[src/rtl/lsu_pkg.sv]
// lsu_pkg: shared types, default address map and lane helpers for mem_lsu
package lsu_pkg;
    typedef enum logic [2:0] {
        SZ_B  = 3'b000,
        SZ_H  = 3'b001,
        SZ_W  = 3'b010,
        SZ_BU = 3'b100,
        SZ_HU = 3'b101
    } mem_size_e;
    typedef struct packed {
        logic [29:0] addr;
        logic [3:0]  be;
        logic [31:0] data;
    } sb_entry_t;
    localparam logic [31:0] DEF_DMEM_BASE  = 32'h1000_0000;
    localparam logic [31:0] DEF_UART_ADDR  = 32'hFFFF_0000;
    localparam logic [31:0] DEF_TIMER_ADDR = 32'hFFFF_FF00;
    function automatic logic [3:0] store_be(input logic [2:0] size, input logic [1:0] off);
        return size[1] ? 4'b1111 : size[0] ? (off[1] ? 4'b1100 : 4'b0011) : 4'b0001 << off;
    endfunction
    function automatic logic [31:0] store_data(input logic [2:0] size, input logic [1:0] off,
                                               input logic [31:0] wdata);
        return size[1] ? wdata
             : size[0] ? (off[1] ? {wdata[15:0], 16'h0000} : {16'h0000, wdata[15:0]})
             : {24'h00_0000, wdata[7:0]} << {off, 3'b000};
    endfunction
    function automatic logic [31:0] load_extend(input logic [2:0] size, input logic [1:0] off,
                                                input logic [31:0] word);
        logic [15:0] h;
        logic [7:0]  b;
        h = off[1] ? word[31:16] : word[15:0];
        b = word[{off, 3'b000} +: 8];
        return size[1] ? word
             : size[0] ? {{16{h[15] & ~size[2]}}, h}
             : {{24{b[7] & ~size[2]}}, b};
    endfunction
endpackage

[src/rtl/lsu_store_buffer.sv]
// lsu_store_buffer: in-order store FIFO with a parallel word-address hit and a drain port
module lsu_store_buffer
    import lsu_pkg::*;
#(
    parameter int DEPTH = 4
) (
    input  logic        clk,
    input  logic        rst,
    input  logic        push,
    input  sb_entry_t   push_entry,
    input  logic        pop,
    input  logic [29:0] match_addr,
    output sb_entry_t   head,
    output logic        empty,
    output logic        full,
    output logic        hit
);
    localparam int AW = $clog2(DEPTH);
    localparam int PW = AW + 1;
    localparam logic [AW:0] ONE = PW'(1);
    sb_entry_t   mem [DEPTH];
    logic [AW:0] rd_ptr, wr_ptr, count;
    assign count = wr_ptr - rd_ptr;
    assign empty = wr_ptr == rd_ptr;
    assign full  = (wr_ptr[AW] != rd_ptr[AW]) && (wr_ptr[AW-1:0] == rd_ptr[AW-1:0]);
    assign head  = mem[rd_ptr[AW-1:0]];
    always_ff @(posedge clk or posedge rst) begin
        if (rst) begin
            rd_ptr <= '0;
            wr_ptr <= '0;
        end else begin
            if (push) wr_ptr <= wr_ptr + ONE;
            if (pop) rd_ptr <= rd_ptr + ONE;
        end
    end
    always_ff @(posedge clk) begin
        if (push) mem[wr_ptr[AW-1:0]] <= push_entry;
    end
    // only the live window [rd_ptr, wr_ptr) takes part in the hazard compare
    always_comb begin
        hit = 1'b0;
        for (int i = 0; i < DEPTH; i++)
            hit = hit | ((PW'(i) < count) && (mem[AW'(rd_ptr + PW'(i))].addr == match_addr));
    end
endmodule

[src/rtl/mem_lsu.sv]
// mem_lsu: MEM-stage load/store unit with store buffer, MMIO decode and load lane extension
// Build option: LSU_MISALIGN_TRAP_EN accepts and drops misaligned H/W accesses, pulsing misalign
module mem_lsu
    import lsu_pkg::*;
#(
    parameter int          SB_DEPTH   = 4,
    parameter logic [31:0] DMEM_BASE  = DEF_DMEM_BASE,
    parameter int          DMEM_AW    = 18,
    parameter logic [31:0] UART_ADDR  = DEF_UART_ADDR,
    parameter logic [31:0] TIMER_ADDR = DEF_TIMER_ADDR
) (
    input  logic               clk,
    input  logic               rst,
    input  logic               req_valid,
    input  logic               req_store,
    input  logic [2:0]         req_size,
    input  logic [31:0]        req_addr,
    input  logic [31:0]        req_wdata,
    output logic               req_ready,
    output logic               resp_valid,
    output logic [31:0]        resp_rdata,
    output logic               misalign,
    output logic               dmem_we,
    output logic [3:0]         dmem_be,
    output logic [DMEM_AW-1:0] dmem_addr,
    output logic [31:0]        dmem_wdata,
    input  logic [31:0]        dmem_rdata,
    output logic               uart_valid,
    output logic [7:0]         uart_data,
    input  logic               uart_ready,
    input  logic [31:0]        timer_val
);
    typedef enum logic [1:0] {SRC_ZERO, SRC_DMEM, SRC_TIMER} src_e;
    logic [31:0]        off;
    logic [DMEM_AW-1:0] load_waddr;
    logic               is_dmem, is_uart, is_timer, mis;
    logic               dmem_load, load_acc, drain_now, accept, hit, sb_empty, sb_full;
    sb_entry_t          head, new_entry;
    mem_size_e          size_q;
    logic [1:0]         off_q;
    src_e               src_q;
    logic [31:0]        timer_q;
    logic               resp_q, mis_q;
    assign off        = req_addr - DMEM_BASE;
    assign is_dmem    = off[31:DMEM_AW] == '0;
    assign is_uart    = req_addr == UART_ADDR;
    assign is_timer   = req_addr == TIMER_ADDR;
    assign load_waddr = DMEM_AW'(off) & ~DMEM_AW'(3);
`ifdef LSU_MISALIGN_TRAP_EN
    assign mis = ((req_size == SZ_H || req_size == SZ_HU) && req_addr[0])
              || (req_size == SZ_W && req_addr[1:0] != 2'b00);
`else
    assign mis = 1'b0;
`endif
    // a load accepted this cycle owns the memory port; otherwise the head store drains
    assign dmem_load = req_valid && !req_store && is_dmem && !mis;
    assign load_acc  = dmem_load && !hit;
    assign drain_now = !sb_empty && !load_acc;
    assign req_ready = mis       ? 1'b1
                     : req_store ? (is_dmem ? (!sb_full || drain_now) : is_uart ? uart_ready : 1'b1)
                     : !(is_dmem && hit);
    assign accept    = req_valid && req_ready;
    assign new_entry = {off[31:2], store_be(req_size, req_addr[1:0]),
                        store_data(req_size, req_addr[1:0], req_wdata)};
    lsu_store_buffer #(.DEPTH(SB_DEPTH)) u_sb (
        .clk        (clk),
        .rst        (rst),
        .push       (accept && req_store && is_dmem && !mis),
        .push_entry (new_entry),
        .pop        (drain_now),
        .match_addr (off[31:2]),
        .head       (head),
        .empty      (sb_empty),
        .full       (sb_full),
        .hit        (hit)
    );
    assign dmem_we    = drain_now;
    assign dmem_be    = drain_now ? head.be : 4'b0000;
    assign dmem_wdata = drain_now ? head.data : 32'h0;
    assign dmem_addr  = drain_now ? DMEM_AW'({head.addr, 2'b00}) : dmem_load ? load_waddr : '0;
    assign uart_valid = accept && req_store && is_uart && !mis;
    assign uart_data  = uart_valid ? req_wdata[7:0] : 8'h00;
    always_ff @(posedge clk or posedge rst) begin
        if (rst) begin
            resp_q  <= 1'b0;
            mis_q   <= 1'b0;
            size_q  <= SZ_B;
            off_q   <= 2'b00;
            src_q   <= SRC_ZERO;
            timer_q <= 32'h0;
        end else begin
            resp_q <= accept && !req_store && !mis;
            mis_q  <= accept && mis;
            if (accept && !req_store) begin
                size_q  <= mem_size_e'(req_size);
                off_q   <= req_addr[1:0];
                src_q   <= is_dmem ? SRC_DMEM : is_timer ? SRC_TIMER : SRC_ZERO;
                timer_q <= timer_val;
            end
        end
    end
    assign misalign   = mis_q;
    assign resp_valid = resp_q;
    assign resp_rdata = resp_q ? load_extend(size_q, off_q, src_q == SRC_DMEM ? dmem_rdata
                                                          : src_q == SRC_TIMER ? timer_q : 32'h0)
                               : 32'h0;
endmodule

[config.mk]
export PLATFORM = sky130hd
export DESIGN_NAME = mem_lsu
export DESIGN_NICKNAME = d
export VERILOG_FILES = /design/src/rtl/lsu_pkg.sv /design/src/rtl/lsu_store_buffer.sv /design/src/rtl/mem_lsu.sv
export SDC_FILE = /design/constraint.sdc
export NUM_CORES = 1
export LEC_CHECK = 0
export CAP_MARGIN = 20
export CORE_MARGIN = 4
export CORE_UTILIZATION = 55
export DETAILED_ROUTE_END_ITERATION = 12
export PLACE_DENSITY = 0.85
export SYNTH_ARGS = -nofsm -noshare
export SYNTH_HDL_FRONTEND = slang
export SYNTH_SLANG_ARGS = --single-unit
[constraint.sdc]
create_clock -name clk -period 11.7 [get_ports clk]
set_input_delay 2.34 -clock clk [delete_from_list [all_inputs] [get_ports clk]]
set_output_delay 2.34 -clock clk [all_outputs]
set_load 0.02 [all_outputs]
== Yosys cells after proc, flatten, opt, wreduce, memory -nomap -nowiden ==
Memories as Yosys holds them, arrays and structs flattened.
Cells that the tools add are included.
Storage, ports and cells
  register bits: 46
  latch bits: 0
  RAM bits: 264
  ROM bits: 0
  input bits: 136
  output and inout port bits: 99
  logic and storage cells: 85
  memories: 1
Operators by class
  $add $sub $neg: 6
  multiply operators: 0
  div/mod/pow operators: 0
  $lt $le $gt $ge: 4
  equality and inequality tests: 11
  shifts and indexed selects: 3
  mux-type cells: 24
  bitwise logic cells: 6
  reductions and logical operators: 23
Memory list
  u_sb.mem: words 4, bits a word 66, read ports 4, clocked after memory_dff 0, wr ports 1, line lsu_store_buffer.sv:21  | sb_entry_t mem [DEPTH];
Operators by type and width (count)
  2-to-1 mux 32 bit: 9
  == test 30 bit: 4
  == test 32 bit, second input constant: 2
  2-to-1 mux 18 bit: 2
  indexed part select 32 x 6 -> 8 bit: 1
  << shifter 8 x 5 -> 32 bit: 1
  subtractor 32 x 29 -> 32 bit, second input constant: 1
  2-to-1 mux 16 bit: 1
  2-to-1 mux 4 bit: 4
  logical AND 1 bit: 15
  zero test 14 bit: 1
  2-to-1 mux 8 bit: 1
  adder 3 x 1 -> 3 bit, second input constant: 2
  zero test 1 bit: 6
  less-than comparator 1 x 3 -> 1 bit, first input constant: 2
  less-than comparator 2 x 3 -> 1 bit, first input constant: 2
  2-to-1 mux 1 bit: 5
  adder 2 bit, second input constant: 2
  2-to-1 mux 2 bit: 2
  << shifter 1 x 2 -> 4 bit, first input constant: 1
  == test 3 bit: 1
  OR 1 bit: 3
  subtractor 3 bit: 1
  bitwise AND 1 bit: 2
  6 further kinds: 6

== Depth between registers and ports, before layout ==
Gate-level depths: netlist of the first run.
An unclocked memory read counts as a cell.
  word-level depth: 19
  gate-level depth with buffers: 16
  depth with buffers taken out: 12

== Hierarchy ==
A second synthesis of the first run with hierarchy kept.
Second synthesis, totals
  cells, all modules: 1211
  area, all modules: 17697.0 µm²
By module, submodules not included
  lsu_store_buffer: instances 1, cells an instance 762, area each 13760.7 µm², sequential area each 8077.7 µm²
  mem_lsu: instances 1, cells an instance 449, area each 3936.3 µm², sequential area each 1001.0 µm²

== Least setup slack after synthesis of the first run ==
OpenSTA, ideal clock, no wires.
  path type: input -> output
  start point: in req_addr[28]
  end point: out uart_data[0]
  data arrival time: 5.316 ns
  data required time: 9.360 ns
  path slack: 4.044 ns
  stages on the path: 8
  buffers on the path: 0
  cells stage by stage: inv_1 > ha_1 > xor2_1 > or4b_2 > nor3_1 > nor2_1 > nor4_1 > and2_1
RTL lines
  start, declared: line mem_lsu.sv:17  | input logic [31:0] req_addr,
  end, declared: line mem_lsu.sv:29  | output logic [7:0] uart_data,

==> flow_summary.json, run 1 <==
{
  "status": "complete, no violations",
  "postCtsHoldBufs": 0,
  "cp-end-kind": "output pin",
  "yosys.area.top_type_share": 0.4490,
  "rsz0062_at_grt": "no",
  "grt_max_degree": 118,
  "grt_first_pass_wirelength_um": 76330,
  "layout-drive-gt1-share": 0.1925,
  "rows": 65,
  "synth_common_cells": "edfxtp_1 (264), mux4_2 (151), xnor2_1 (114)",
  "tns_ns": 0,
  "crit_fanout": 16,
  "syn_area_um2": 17660,
  "crit_arrival_ns": 7.00,
  "cts_sinks": 310,
  "finalSetupViolations": 0,
  "fin_ws_ns": 2.362,
  "cts.reportedPaths.clkPinSlew_ns": 0.06,
  "maxCapViolCount": 0,
  "chipHeight_um": 187.2,
  "synth_area_leaders": "edfxtp_1 (45%), mux4_2 (19%), dfrtp_1 (6.5%)",
  "tightest_slew_ns": 1.097,
  "critPathKind": "in2out",
  "vias": 12280,
  "slew_viol_final": 0,
  "numCtsBuffers": 31,
  "cts_tree": "done",
  "yosys_warnings": 0,
  "first_global_vias": 12020,
  "io_pins": 235,
  "synth.most_common_cell": "edfxtp_1",
  "yosysSeqAreaShare": 0.5142,
  "antenna_left": 0,
  "cp-start-kind": "primary input",
  "first_pass_iters": 9,
  "wl_per_cell_um": 28.50,
  "ff2ff_path_depth": 10,
  "p_leak_nw": 7.027,
  "power-per-cell-area_nw_per_um2": 222.7,
  "report.final.hold_viol_count": 0,
  "avgSynthCellArea_um2": 14.90,
  "hpwl_um": 35570,
  "dp_slack_ns": 2.153,
  "clock_skew_ns": 0.01958,
  "cts-root-buf": "clkbuf_16",
  "post_cts_buffers": 0,
  "ir_drop_uv": 175.9,
  "fin_nets": 1515,
  "ys_seq_elements": 310,
  "die_area_um2": 35030,
  "fmax_mhz": 107.1,
  "synth_enable_flop_cells": 264,
  "holdPathStages": 1,
  "areaGrowthSynthToFinish_pct": 20.24,
  "finalCriticalPeriod_ns": 9.338,
  "track_usage": 0.2850,
  "viasPerCell": 6.837,
  "die_w_um": 187.2,
  "design.core.area_um2": 31640,
  "drc_errors": 0,
  "overflow": 0,
  "async_flop_share": 0.1484,
  "drt-total-wl_um": 51190,
  "maxSlewHeadroom": 0.2690,
  "insertion_delay_ns": 0.58,
  "cp.required_ns": 9.36,
  "clockBufferDepth": 3,
  "post-route-period-util": 0.7981,
  "hold_path_class": "reg2reg",
  "antenna_found_initial": 2,
  "synth_flop_cell": "edfxtp_1",
  "yosysTopAreaCell": "edfxtp_1",
  "routabilityCongestion": 1.001,
  "drt_iter0_markers": 1575,
  "start_util": 0.5581,
  "cts_resized": 0,
  "port_buffers": 231,
  "syn_inst": 1185,
  "ys_types": 63,
  "h-tree-depth": 1
}
state kept, by name, summed over array words and instances (netlist names):
signal	cells
size_q	3
off_q	2
src_q	2
resp_valid	1
u_sb.mem	264
u_sb.rd_ptr	3
timer_q	32
u_sb.wr_ptr	3
critical path: stages:
cell and delay [ns]:
clkdlybuf4s50_1 0.53, nor3_1 0.63, xor2_1 0.54, xnor2_1 0.25
nand4_1 0.13, or4_1 0.59, o211ai_2 0.35, nand2_1 0.58
a32o_1 0.49, clkdlybuf4s50_1 0.56
power breakdown:
group / internal (mW) / total (mW) / switching (mW)
clock: 0.556 / 0.966 / 0.410
combinational: 1.18 / 2.45 / 1.27
sequential: 1.23 / 1.31 / 0.0775
total: 2.97 / 4.73 / 1.76
worst paths after layout:
| check | from | endpoint | slack [ns] |
|---|---|---|---|
| setup / recovery | req_addr[28] | dmem_addr[4] | 2.36 |
| hold / removal | timer_q[17] | timer_q[17] | 0.51 |
| setup reg to reg | u_sb.rd_ptr[0] | u_sb.rd_ptr[1] | 6.03 |
| hold reg to reg | timer_q[17] | timer_q[17] | 0.51 |
| max in group asynchronous | rst | u_sb.rd_ptr[1] | 9.26 |
| min in group asynchronous | rst | timer_q[12] | 1.96 |
stage by stage:
stage / area [um2] / utilization / power, mW / hold slack [ns] / cells
floorplan: 17660 / - / 3.018 / 0.4751 / 1187
global placement: 20170 / 0.6375 / 3.722 / 0.4902 / 1733
detailed placement: 20170 / 0.6375 / 3.732 / 0.4970 / 1733
CTS: 21150 / 0.6685 / 4.713 / 0.5159 / 1790
global route: 21230 / 0.6710 / 4.931 / 0.5264 / 1795
finish: 21230 / 0.6711 / 4.728 / 0.5135 / 1796
kinds of logic (layout without fill, tap and decap cells):
kind of cell / count (synthesis) / in the layout / synth area share
AOI/OAI and AO/OA: 173 / 173 / 0.07618
and+or+nand+nor: 227 / 227 / 0.07207
muxes: 214 / 214 / 0.2333
DFF: 310 / 310 / 0.5142
other: 1 / 5 / 0.0002124
buffers and inverters: 128 / 333 / 0.03267
xor gates and xnor gates: 121 / 121 / 0.06314
adders and majority gates: 11 / 11 / 0.008220
final cells by class:
| cell class | count | area [um2] |
|---|---|---|
| Antenna cell | 2 | 5.005 |
| Clock buffer | 43 | 820.8 |
| Clock inverter | 14 | 160.2 |
| Fill cell | 2131 | 10410 |
| Inverter | 26 | 97.59 |
| Multi-Input combinational cell | 749 | 8045 |
| Sequential cell | 310 | 9086 |
| Tap cell | 402 | 503.0 |
| Timing Repair Buffer | 250 | 2512 |
layout by cell type, fill, tap and decap left out, types with 5 or more instances in the layout:
cell type,n
o21ai_0,23
clkbuf_1,12
nor2b_1,5
xnor2_1,114
buf_4,15
nand4_1,57
clkbuf_16,31
clkdlybuf4s50_1,231
clkinv_1,6
nand2_1,39
mux2_2,34
and2_1,53
mux4_2,151
dfrtp_1,44
a211o_1,8
a32o_1,16
inv_1,24
nor4_1,19
a22oi_1,35
a221o_1,7
nor2_1,20
o211a_1,8
edfxtp_1,264
a222oi_1,9
a21boi_0,8
mux2i_1,19
ha_1,9
a22o_1,18
mux2_4,9
nand3_1,11
a21oi_1,18
layer usage:
layer,global-route usage,wire length [um],vias to the layer above
li1,-,-,5156
met1,0.3998,19680,6227
met2,0.4492,24280,779
met3,0.06458,5253,116
met4,0.09357,1963,2
met5,0,13,-
No activity file was read; power rests on OpenSTA's default activity.
==> run 2, diff against run 1 <==
- CORE_UTILIZATION: 55 -> 51
- PLACE_DENSITY: 0.85 -> 0.83
- clock period: 11.7 -> 7.8 ns (I/O delays scaled with it)
==> run 2 against run 1 <==
Compared with the run above: count of clock-buffer cells in the layout rose by 3; combinational power up 53%; clock power is 73% higher; global-route usage fell by 1.0 points; sequential cell count unchanged; clock skew is 0.0067 ns lower; worst setup slack worse by 2.2 ns; wire length is 3.4% higher; hold slack got worse by 0.0030 ns; non-clock buffer count increased by 14; largest power group unchanged.
==> flow_summary.json, run 2 (synthesized netlist as in run 1, its figures left out) <==
{
  "status": "complete, no violations",
  "clockBufferDepth": 3,
  "path_common_cell": "clkdlybuf4s50_1",
  "routabilityCongestion": 0.9708,
  "drt-total-wl_um": 52920,
  "start_util": 0.5214,
  "tightest_slew_ns": 1.095,
  "die_w_um": 194.1,
  "tns_ns": 0,
  "drt_iter0_markers": 1323,
  "layout_common_cells": "edfxtp_1 (264), clkdlybuf4s50_1 (231), mux4_2 (151)",
  "layout-drive-gt1-share": 0.2089,
  "post-route-period-util": 0.9781,
  "numCtsBuffers": 35,
  "report.final.hold_viol_count": 0,
  "internal_power_mw": 4.649,
  "hpwl_um": 37130,
  "worstPathCellList": "clkdlybuf4s50_1 > inv_1 > ha_1 > xor2_1 > xnor2_1 > nand4_1 > or4_1 > o211ai_2 > buf_4 > nand2_1 > a32o_1 > clkdlybuf4s50_1",
  "ir_drop_uv": 239.6,
  "antenna_left": 0,
  "crit_fanout": 16,
  "layout.cells.most_common": "edfxtp_1",
  "swShare": 0.3664,
  "first_pass_iters": 9,
  "drc_errors": 0,
  "rsz0062_at_grt": "no",
  "cp-end-kind": "output pin",
  "grt_first_pass_wirelength_um": 79880,
  "cp-start-kind": "primary input",
  "cts_sinks": 310,
  "h-tree-depth": 2,
  "io_pins": 235,
  "clkPwrFrac": 0.227,
  "chipHeight_um": 194.1,
  "design.core.area_um2": 33870,
  "cp.required_ns": 6.24,
  "fmax_mhz": 131.1,
  "seq_power_share": 0.262,
  "worst-path-buf-inv": 4,
  "postCtsHoldBufs": 0,
  "r2r_slack_ns": 2.93,
  "finalCriticalPeriod_ns": 7.629,
  "power-per-cell-area_nw_per_um2": 340.4,
  "maxCapViolCount": 0,
  "multi_input_area_um2": 8045,
  "cts-root-buf": "clkbuf_16",
  "cpPeakStageDelay_ns": 0.64,
  "track_usage": 0.2749,
  "p_comb_frac": 0.511,
  "r2r-start": "u_sb.rd_ptr[1]",
  "hold_path_class": "reg2reg",
  "instances_no_fill": 1863,
  "hp-start": "timer_q[17]",
  "dp_cells": 1797,
  "areaGrowthSynthToFinish_pct": 22.09,
  "crit_arrival_ns": 6.07,
  "power.switching_mw": 2.689,
  "critPathKind": "in2out",
  "port_buffers": 231,
  "path_delay_family": "buffers and inverters",
  "die_area_um2": 37660,
  "clock_skew_ns": 0.01288,
  "cts.reportedPaths.clkPinSlew_ns": 0.06,
  "fin_nets": 1533,
  "finalSetupViolations": 0,
  "rows": 67,
  "antenna_found_initial": 3,
  "insertion_delay_ns": 0.52,
  "first_global_vias": 12560,
  "final.fill_count": 2429,
  "post_cts_buffers": 0,
  "cts_resized": 0,
  "wl_per_cell_um": 28.41,
  "viasPerCell": 6.619,
  "vias": 12330,
  "ff2ff_path_depth": 10,
  "largest_register_ffs": 264,
  "regArea_um2": 9086,
  "cts_tree": "done",
  "overflow": 0,
  "hold_slack_ns": 0.5105,
  "p_leak_nw": 7.177,
  "utilization": 0.6365,
  "regToRegEndpoint": "u_sb.rd_ptr[1]",
  "holdPathStages": 1,
  "cpMaxStageDelayCell": "clkdlybuf4s50_1",
  "finalPower_mw": 7.338,
  "grt_max_degree": 111,
  "slew_viol_final": 0,
  "maxSlewHeadroom": 0.2674,
  "min_to": "timer_q[17]"
}
## run 2: worst max path at each step
| stage | start | endpoint | slack, ns | depth (start not counted) |
|---|---|---|---|---|
| 2_1_floorplan | u_sb.rd_ptr[1] | dmem_wdata[23] | 1.69 | 16 |
| 3_3_place_gp | req_addr[28] | dmem_addr[2] | 0.43 | 12 |
| 3_5_place_dp | req_addr[28] | dmem_addr[2] | 0.23 | 12 |
| 4_1_cts | req_addr[28] | dmem_addr[2] | 0.20 | 12 |
| 5_1_grt | req_addr[28] | dmem_addr[2] | 0.03 | 12 |
| 6_report | req_addr[28] | dmem_addr[2] | 0.17 | 12 |
## run 2: metrics by stage
stage | cell area (um2) | setup WS [ns]
finish | 21560 | 0.1706
global route | 21560 | 0.02832
CTS | 21550 | 0.1967
detailed placement | 20370 | 0.2343
global placement | 20370 | 0.4302
floorplan | 17660 | 1.687
## run 2: final cells by class
cell class / instances / share of cell area
Clock buffer: 46 / 0.04446
Clock inverter: 17 / 0.01004
Tap cell: 448 / 0.02600
Antenna cell: 3 / 0.0003483
Multi-Input combinational cell: 749 / 0.3732
Inverter: 26 / 0.004527
Sequential cell: 310 / 0.4215
Timing Repair Buffer: 264 / 0.1199
## run 2: layer usage
metal	track usage	vias up	wire length, um
met5	0	-	0
met4	0.09323	0	1914
met3	0.05404	116	4887
met2	0.4547	720	26130
met1	0.3693	6301	19990
li1	-	5194	-
## run 2: power groups by stage
stage / registers [mW] / clock network [mW] / logic (mW)
after floorplan: 1.89 / 0 / 2.63
after global placement: 1.95 / 0 / 3.69
after CTS: 1.92 / 1.69 / 3.75
final: 1.92 / 1.67 / 3.75
after global routing: 1.93 / 1.77 / 3.96
after detailed placement: 1.95 / 0 / 3.70
